$ cat src/rtl/seq_scan_ctrl.sv
// seq_scan_ctrl: feeds each word MSB-first to an external sequence detector, counts its hits and keeps a saturating running total
module seq_scan_ctrl #(
    parameter int WIDTH = 8,
    parameter int CNT_W = 8
) (
    input  logic                      clk,
    input  logic                      rst,
    input  logic [WIDTH-1:0]          word_in,
    input  logic                      word_valid,
    output logic                      word_ready,
    input  logic [CNT_W-1:0]          thresh,
    input  logic                      clear,
    output logic                      det_in,
    output logic                      det_rst,
    input  logic                      det_out,
    output logic [$clog2(WIDTH):0]    result_hits,
    output logic                      result_valid,
    output logic [CNT_W-1:0]          match_cnt,
    output logic                      done
);
    localparam int BW = $clog2(WIDTH);
    localparam int HW = $clog2(WIDTH) + 1;
    localparam int SW = ((CNT_W > HW) ? CNT_W : HW) + 1;
    localparam logic [CNT_W-1:0] CNT_MAX = '1;
    localparam logic [1:0] IDLE  = 2'd0;
    localparam logic [1:0] SHIFT = 2'd1;
    localparam logic [1:0] DRAIN = 2'd2;

    logic [1:0]       r_state;
    logic [WIDTH-1:0] r_shift;
    logic [BW-1:0]    r_bit_cnt;
    logic [HW-1:0]    r_hits;
    logic [HW-1:0]    r_result_hits;
    logic             r_result_valid;
    logic [CNT_W-1:0] r_match_cnt;
    logic             r_done;
    logic             w_last;
    logic [HW-1:0]    w_hits_final;
    logic [SW-1:0]    w_sum;
    logic [CNT_W-1:0] w_sat;

    assign word_ready   = r_state == IDLE;
    assign det_rst      = r_state == IDLE;
    assign det_in       = (r_state == SHIFT) & r_shift[WIDTH-1];
    assign result_hits  = r_result_hits;
    assign result_valid = r_result_valid;
    assign match_cnt    = r_match_cnt;
    assign done         = r_done;

    // The drain cycle still sees the detector's reaction to the last bit, so fold it into the final count
    assign w_last       = r_state == DRAIN;
    assign w_hits_final = r_hits + HW'(det_out);
    assign w_sum        = SW'(r_match_cnt) + SW'(w_hits_final);
    assign w_sat        = (w_sum > SW'(CNT_MAX)) ? CNT_MAX : w_sum[CNT_W-1:0];

    // Sequencer: load in IDLE, shift WIDTH bits out, then one drain cycle
    always_ff @(posedge clk) begin
        if (rst) begin
            r_state   <= IDLE;
            r_shift   <= '0;
            r_bit_cnt <= '0;
        end else begin
            case (r_state)
                IDLE: begin
                    if (word_valid) begin
                        r_state   <= SHIFT;
                        r_shift   <= word_in;
                        r_bit_cnt <= '0;
                    end
                end
                SHIFT: begin
                    r_shift   <= r_shift << 1;
                    r_bit_cnt <= r_bit_cnt + BW'(1);
                    if (r_bit_cnt == BW'(WIDTH - 1)) r_state <= DRAIN;
                end
                default: r_state <= IDLE;
            endcase
        end
    end

    // Per-word hit counter: restarted on word load, counts detector hits while the word is in flight
    always_ff @(posedge clk) begin
        if (rst) r_hits <= '0;
        else if (r_state == IDLE) r_hits <= word_valid ? '0 : r_hits;
        else if (det_out) r_hits <= r_hits + HW'(1);
    end

    // Result register and its one-cycle valid pulse on leaving DRAIN
    always_ff @(posedge clk) begin
        if (rst) begin
            r_result_hits  <= '0;
            r_result_valid <= 1'b0;
        end else begin
            r_result_valid <= w_last;
            if (w_last) r_result_hits <= w_hits_final;
        end
    end

    // Saturating running total and sticky done; clear beats a coincident update
    always_ff @(posedge clk) begin
        if (rst || clear) begin
            r_match_cnt <= '0;
            r_done      <= 1'b0;
        end else if (w_last) begin
            r_match_cnt <= w_sat;
            if (thresh != '0 && w_sat >= thresh) r_done <= 1'b1;
        end
    end
endmodule

$ cat config.mk
export PLATFORM = sky130hd
export DESIGN_NAME = seq_scan_ctrl
export DESIGN_NICKNAME = d
export VERILOG_FILES = /design/src/rtl/seq_scan_ctrl.sv
export SDC_FILE = /design/constraint.sdc
export NUM_CORES = 1
export LEC_CHECK = 0
export ABC_AREA = 1
export CORE_UTILIZATION = 51
export DETAILED_ROUTE_END_ITERATION = 12
export PLACE_DENSITY_LB_ADDON = 0.3
export SYNTH_ARGS = -nofsm -noshare
export SYNTH_HDL_FRONTEND = slang
export SYNTH_SLANG_ARGS = --single-unit
$ cat constraint.sdc
create_clock -name clk -period 4.2 [get_ports clk]
set_clock_uncertainty 0.05 [all_clocks]
set_input_delay 0.84 -clock clk [delete_from_list [all_inputs] [get_ports clk]]
set_output_delay 0.84 -clock clk [all_outputs]
set_load 0.05 [all_outputs]
==> results of run 1 <==
where the power goes:
part | switching, mW | internal (mW) | total, mW | leakage (nW)
combinational | 0.0491 | 0.0377 | 0.0869 | 0.816
clock | 0.107 | 0.141 | 0.248 | 0.0482
sequential | 0.00662 | 0.305 | 0.311 | 0.252
total | 0.163 | 0.483 | 0.646 | 1.12
logic make-up (layout without fill, tap and decap cells):
logic type / Yosys count / count (layout) / synth area share, %
AO/OA/AOI/OAI: 47 / 47 / 13.8
buffers and inverters: 49 / 86 / 11.0
AND/OR/NAND/NOR: 111 / 111 / 25.6
flip-flops: 31 / 31 / 33.8
XOR/XNOR: 5 / 5 / 2.39
adder cells (fa/ha/maj): 19 / 19 / 13.4
cell type report:
| cell class | count | area, um2 |
|---|---|---|
| Multi-Input combinational cell | 182 | 1010 |
| Tap cell | 46 | 57.6 |
| Inverter | 41 | 154 |
| Fill cell | 284 | 1090 |
| Clock buffer | 6 | 51.3 |
| Clock inverter | 2 | 35.0 |
| Sequential cell | 31 | 621 |
| Timing Repair Buffer | 37 | 370 |
registers in the layout, summed over array words and instances, names as in the netlist:
| name | flops |
|---|---|
| match_cnt | 8 |
| result_valid | 1 |
| done | 1 |
| result_hits | 4 |
| r_bit_cnt | 3 |
| r_state | 2 |
| r_shift | 8 |
| r_hits | 4 |
placed cells by master (no fill, tap or decap), drive strengths merged:
cell / netlist / routed
nor3: 2 / 2
o21bai: 2 / 2
o21ai: 19 / 19
ha: 18 / 18
dfxtp: 31 / 31
clkdlybuf4s50: 0 / 37
a21oi: 17 / 17
nand3: 14 / 14
nand4: 4 / 4
bufinv: 0 / 1
a211oi: 1 / 1
a21o: 1 / 1
fa: 1 / 1
clkbuf: 2 / 6
nand3b: 1 / 1
nor2: 31 / 31
and3: 1 / 1
xor2: 4 / 4
xnor2: 1 / 1
nand2: 58 / 58
clkinv: 0 / 1
a31oi: 7 / 7
inv: 41 / 41
final timing paths:
check / to / cells past startpoint
setup reg to reg: done$_SDFFE_PP0P_ / 16
setup / recovery: done$_SDFFE_PP0P_ / 17
hold reg to reg: r_shift[0]$_SDFFE_PP0P_ / 2
hold / removal: r_shift[0]$_SDFFE_PP0P_ / 2
critical path: stages:
cell and delay (ps):
clkdlybuf4s50_1 470, ha_1 340, ha_1 190, inv_1 70
fa_1 420, nand3b_1 180, nand2_1 120, nand2_1 90
o21bai_1 220, inv_1 70, ha_1 270, nand2_1 40
nor2_1 120, nand4_1 100, nand3_1 100, nand2_1 50
a21oi_1 110
per-layer routing:
layer | wire length [um] | GRT usage (%) | part of all wire [%]
met1 | 2010 | 33.4 | 50
met2 | 1730 | 33.3 | 43
met3 | 214 | 5.80 | 5.3
met4 | 44 | 7.62 | 1.1
met5 | 0 | 0 | 0
==> reports/qor.csv, run 1 <==
stage;metric;value;unit
run_status;status;complete, no violations;
place;Placement Cell Area;2220;um2
synth;most common cell in the netlist;nand2_1;
setup_path;critical path fanouts, max;4;
drt;Residual DRC;0;
sta;Slew headroom;63.4;%
drt;vias per std cell;5.05;
synth;synthesized cell area;1840;um2
global_routing;antenna violations before repair;0;
sta;Final min period;3590;ps
clock_tree;CTS H-Tree Depth;2;
layout;fin area;2300;um2
synth;Synth area leader;dfxtp_1;
synth;Syn Area/Cell;7.01;um2
die;die area;3840;um2
pwr;Peak supply drop;0.179;mV
sta;period utilization;85.4;%
setup_path;crit path from;det_out;
pwr;leak pwr;1.12;nW
clock_tree;total CTS buffers;5;
sta;setup TNS;0;ps
global_routing;largest net degree at the start of global routing;17;
clock_tree;clock slew at reported path FFs;100;ps
layout;Final Non-Filler Cells;345;
drt;DR vias;1743;
synth;Top FF cell, synth;dfxtp_1;
place;RePlAce Congestion;0.989;
sta;Worst Tran Pin Value;548;ps
synth;Synth top cells by count;nand2_1 (56), inv_1 (39), dfxtp_1 (31);
place;placed insts;337;
pwr;total power;0.646;mW
synth;Post-Syn Instances;262;
die;starting density of the core;54.2;%
clock_tree;clk root buf;clkbuf_4;
sta;fin. max-slew vios;0;
setup_path;crit path DAT;3810;ps
clock_tree;clk sinks;31;
global_routing;total track usage;23.1;%
layout;layout cells sized above 1;5.02;%
min_path;hold path start;r_shift[0]$_SDFFE_PP0P_;
synth;Synth top area share;33.8;%
die;Die Width;62.0;um
clock_tree;Clock Latency Late Sink;340;ps
global_routing;vias in the first global route;1448;
place;DP HPWL;3.03;mm
layout;Final Net Count;338;
sta;Final Hold Fails;0;
sta;RSZ-0062 raised after global routing;no;
synth;main area contributors after synthesis;dfxtp_1 (34%), ha_1 (12%), nand2_1 (11%), inv_1 (8.0%), nor2_1 (5.7%);
setup_path;r2r setup slk;1250;ps
die;Top Ports;38;
clock_tree;post-cts resize count;0;
sta;final setup fails;0;
place;port bufs;37;
setup_path;Worst Setup Start Kind;input port;
drt;Routed Wire Length;4.00;mm
place;worst slack, placed;294;ps
clock_tree;clk buf depth;2;
global_routing;gr ovfl total;0;
synth;Seq/Total Area, Yosys;33.8;%
sta;Hold Slack;420;ps
sta;Final WS setup;614;ps
global_routing;first-pass GRT wire length;6.46;mm
die;# rows;21;
drt;DRT iter0 DRCs;98;
clock_tree;CTS tree;yes;
min_path;Hold WC Path Type;flip-flop to flip-flop;
synth;Unique masters post-synth;29;
synth;Synthesis Warnings;0;
die;Core Area;3390;um2
layout;synthesis-to-layout area growth;25.4;%
sta;Max Fclk;279;MHz
synth;Post-synth EDFFs;0;
setup_path;Critical Path End Type;flip-flop;
synth;Mapped Nets;302;
setup_path;CP required;4430;ps
clock_tree;CTS Hold Bufs;0;
setup_path;Setup CP Type;input port to flip-flop;
drt;remaining antenna violation count;0;
flow_run;max cap viols;0;
clock_tree;Post-CTS Setup Inserts;0;
layout;fin util;67.9;%
drt;Pre-Repair DR Iteration Count;4;
synth;post-synthesis register bit count;31;
synth;Async SR Flop Fraction;0;%
pwr;Power Dens Cells;281;nW/um2
layout;Diodes inserted;0;
setup_path;Reg-to-Reg Start;r_hits[0]$_SDFFE_PP0P_;
drt;Avg WL per Cell;11.6;um
die;Chip Height;62.0;um
No activity file was read; power rests on OpenSTA's default activity.
==> run 2, diff against run 1 <==
--- a/config.mk
+++ b/config.mk
@@ -8,6 +8,7 @@
 export ABC_AREA = 1
 export CORE_UTILIZATION = 51
 export DETAILED_ROUTE_END_ITERATION = 12
+export GPL_ROUTABILITY_DRIVEN = 0
 export PLACE_DENSITY_LB_ADDON = 0.3
 export SYNTH_ARGS = -nofsm -noshare
 export SYNTH_HDL_FRONTEND = slang
==> run 2 against run 1 <==
Net effect: setup slack got worse by 46 ps; sequential power barely moved; fmax fell by 1.3%; die area did not move; worst hold slack got worse by 5.3 ps; combinational power rose by 0.6%; power fell by 11%; critical endpoint unchanged; highest routed layer unchanged.
==> reports/qor.csv, run 2 (synthesis results as in run 1) <==
stage;metric;value;unit
clock_tree;post-cts resize count;0;
sta;fin. max-slew vios;0;
layout;fin area;2270;um2
drt;Pre-Repair DR Iteration Count;5;
layout;Diodes inserted;0;
clock_tree;Post-CTS Setup Inserts;0;
run_status;status;complete, no violations;
global_routing;gr ovfl total;0;
sta;Worst Tran Pin Value;539;ps
setup_path;Setup CP Type;input port to flip-flop;
drt;DRT iter0 DRCs;167;
die;Core Area;3390;um2
drt;Routed Wire Length;4.01;mm
clock_tree;clk root buf;clkbuf_4;
layout;multi-input logic area;1010;um2
setup_path;Critical Path End Type;flip-flop;
drt;Residual DRC;0;
die;die area;3840;um2
pwr;leak pwr;1.10;nW
clock_tree;CTS tree;yes;
layout;commonest non-fill, non-tap cell in the layout;nand2_1;
setup_path;CP required;4360;ps
pwr;Internal;0.420;mW
clock_tree;clk buf depth;2;
pwr;Power Dens Cells;254;nW/um2
clock_tree;CTS Hold Bufs;0;
global_routing;vias in the first global route;1449;
pwr;Clock Power Share;30.9;%
pwr;switching power;0.156;mW
global_routing;first-pass GRT wire length;6.32;mm
pwr;Combinational Power Share;15.2;%
sta;Final Hold Fails;0;
place;Placement Cell Area;2220;um2
sta;Final min period;3630;ps
setup_path;crit path DAT;3790;ps
setup_path;Worst Setup Start Kind;input port;
pwr;sequential power share;53.9;%
drt;Avg WL per Cell;11.6;um
global_routing;total track usage;22.6;%
die;Chip Height;62.0;um
die;Top Ports;38;
setup_path;critical path fanouts, max;7;
layout;Final Net Count;338;
min_path;Hold WC Path Type;flip-flop to flip-flop;
place;DP HPWL;3.05;mm
drt;remaining antenna violation count;0;
die;# rows;21;
clock_tree;Clock Latency Late Sink;320;ps
clock_tree;clock slew at reported path FFs;90;ps
layout;highest-count cells in the layout ignoring fill and taps;nand2_1 (56), inv_1 (39), clkdlybuf4s50_1 (37);
clock_tree;clk sinks;31;
sta;Max Fclk;275;MHz
clock_tree;CTS H-Tree Depth;2;
place;port bufs;37;
die;starting density of the core;54.2;%
layout;layout cells sized above 1;4.70;%
layout;filler cell count;279;
global_routing;antenna violations before repair;0;
sta;Slew headroom;64.0;%
clock_tree;total CTS buffers;5;
drt;vias per std cell;5.22;
layout;synthesis-to-layout area growth;23.8;%
layout;sequential cell area;621;um2
sta;setup TNS;0;ps
global_routing;largest net degree at the start of global routing;17;
pwr;total power;0.576;mW
sta;RSZ-0062 raised after global routing;no;
pwr;switching part of the total;27.1;%
drt;DR vias;1794;
pwr;Peak supply drop;0.190;mV
die;Die Width;62.0;um
sta;final setup fails;0;
sta;period utilization;86.5;%
flow_run;max cap viols;0;
[run 2: cell count changes in the layout (fill, tap and decap cells not counted), sizes merged]
cell	change
bufinv	-1
[run 2: area by class of cell]
type | instances | area share [%]
Clock buffer | 6 | 2.26
Inverter | 41 | 6.77
Sequential cell | 31 | 27.3
Multi-Input combinational cell | 182 | 44.6
Tap cell | 46 | 2.53
Timing Repair Buffer | 37 | 16.3
Clock inverter | 1 | 0.220
[run 2: stage by stage]
| step | worst slack [ps] | instances | utilization, % | hold WS (ps) |
|---|---|---|---|---|
| after CTS | 609 | 344 | 67.0 | 416 |
| after detailed placement | 282 | 337 | 65.4 | 402 |
| after global routing | 297 | 344 | 67.0 | 445 |
| final | 569 | 344 | 67.0 | 415 |
| after global placement | 374 | 337 | 65.4 | 398 |
| after floorplan | 1030 | 262 | - | 379 |
[run 2: power by group through the flow]
stage | combinational (mW) | clock, mW | sequential, mW
2_1_floorplan | 0.0569 | 0 | 0.316
5_1_grt | 0.0983 | 0.194 | 0.312
3_5_place_dp | 0.0874 | 0 | 0.318
3_3_place_gp | 0.0858 | 0 | 0.317
6_report | 0.0874 | 0.178 | 0.311
4_1_cts | 0.0877 | 0.182 | 0.311
[run 2: final timing paths]
| check | startpoint | endpoint | slack [ps] | cells after the start |
|---|---|---|---|---|
| worst min register to register | r_shift[0]$_SDFFE_PP0P_ | r_shift[0]$_SDFFE_PP0P_ | 420 | 2 |
| worst min-delay path | r_shift[0]$_SDFFE_PP0P_ | r_shift[0]$_SDFFE_PP0P_ | 420 | 2 |
| worst max register to register | r_hits[0]$_SDFFE_PP0P_ | done$_SDFFE_PP0P_ | 1210 | 14 |
| worst max-delay path | det_out | done$_SDFFE_PP0P_ | 570 | 15 |
[run 2: worst max-delay path: stages]
cell             delay, ps
clkdlybuf4s50_1        480
ha_1                   350
ha_1                   200
inv_1                   70
fa_1                   420
nand3b_1               170
nand2_1                120
nand3_1                220
nand3_1                190
ha_1                   250
a21o_1                 180
nor2_1                 100
nand3_1                 80
nand2_1                 60
a21oi_1                 50
[run 2: per-layer routing]
| layer | vias to the layer above | GRT usage (%) | share of wire, % |
|---|---|---|---|
| met3 | 4 | 6.00 | 6.5 |
| met1 | 813 | 31.9 | 48 |
| li1 | 914 | - | - |
| met4 | 0 | 7.62 | 1.0 |
| met2 | 63 | 33.1 | 44 |
| met5 | - | 0 | 0 |
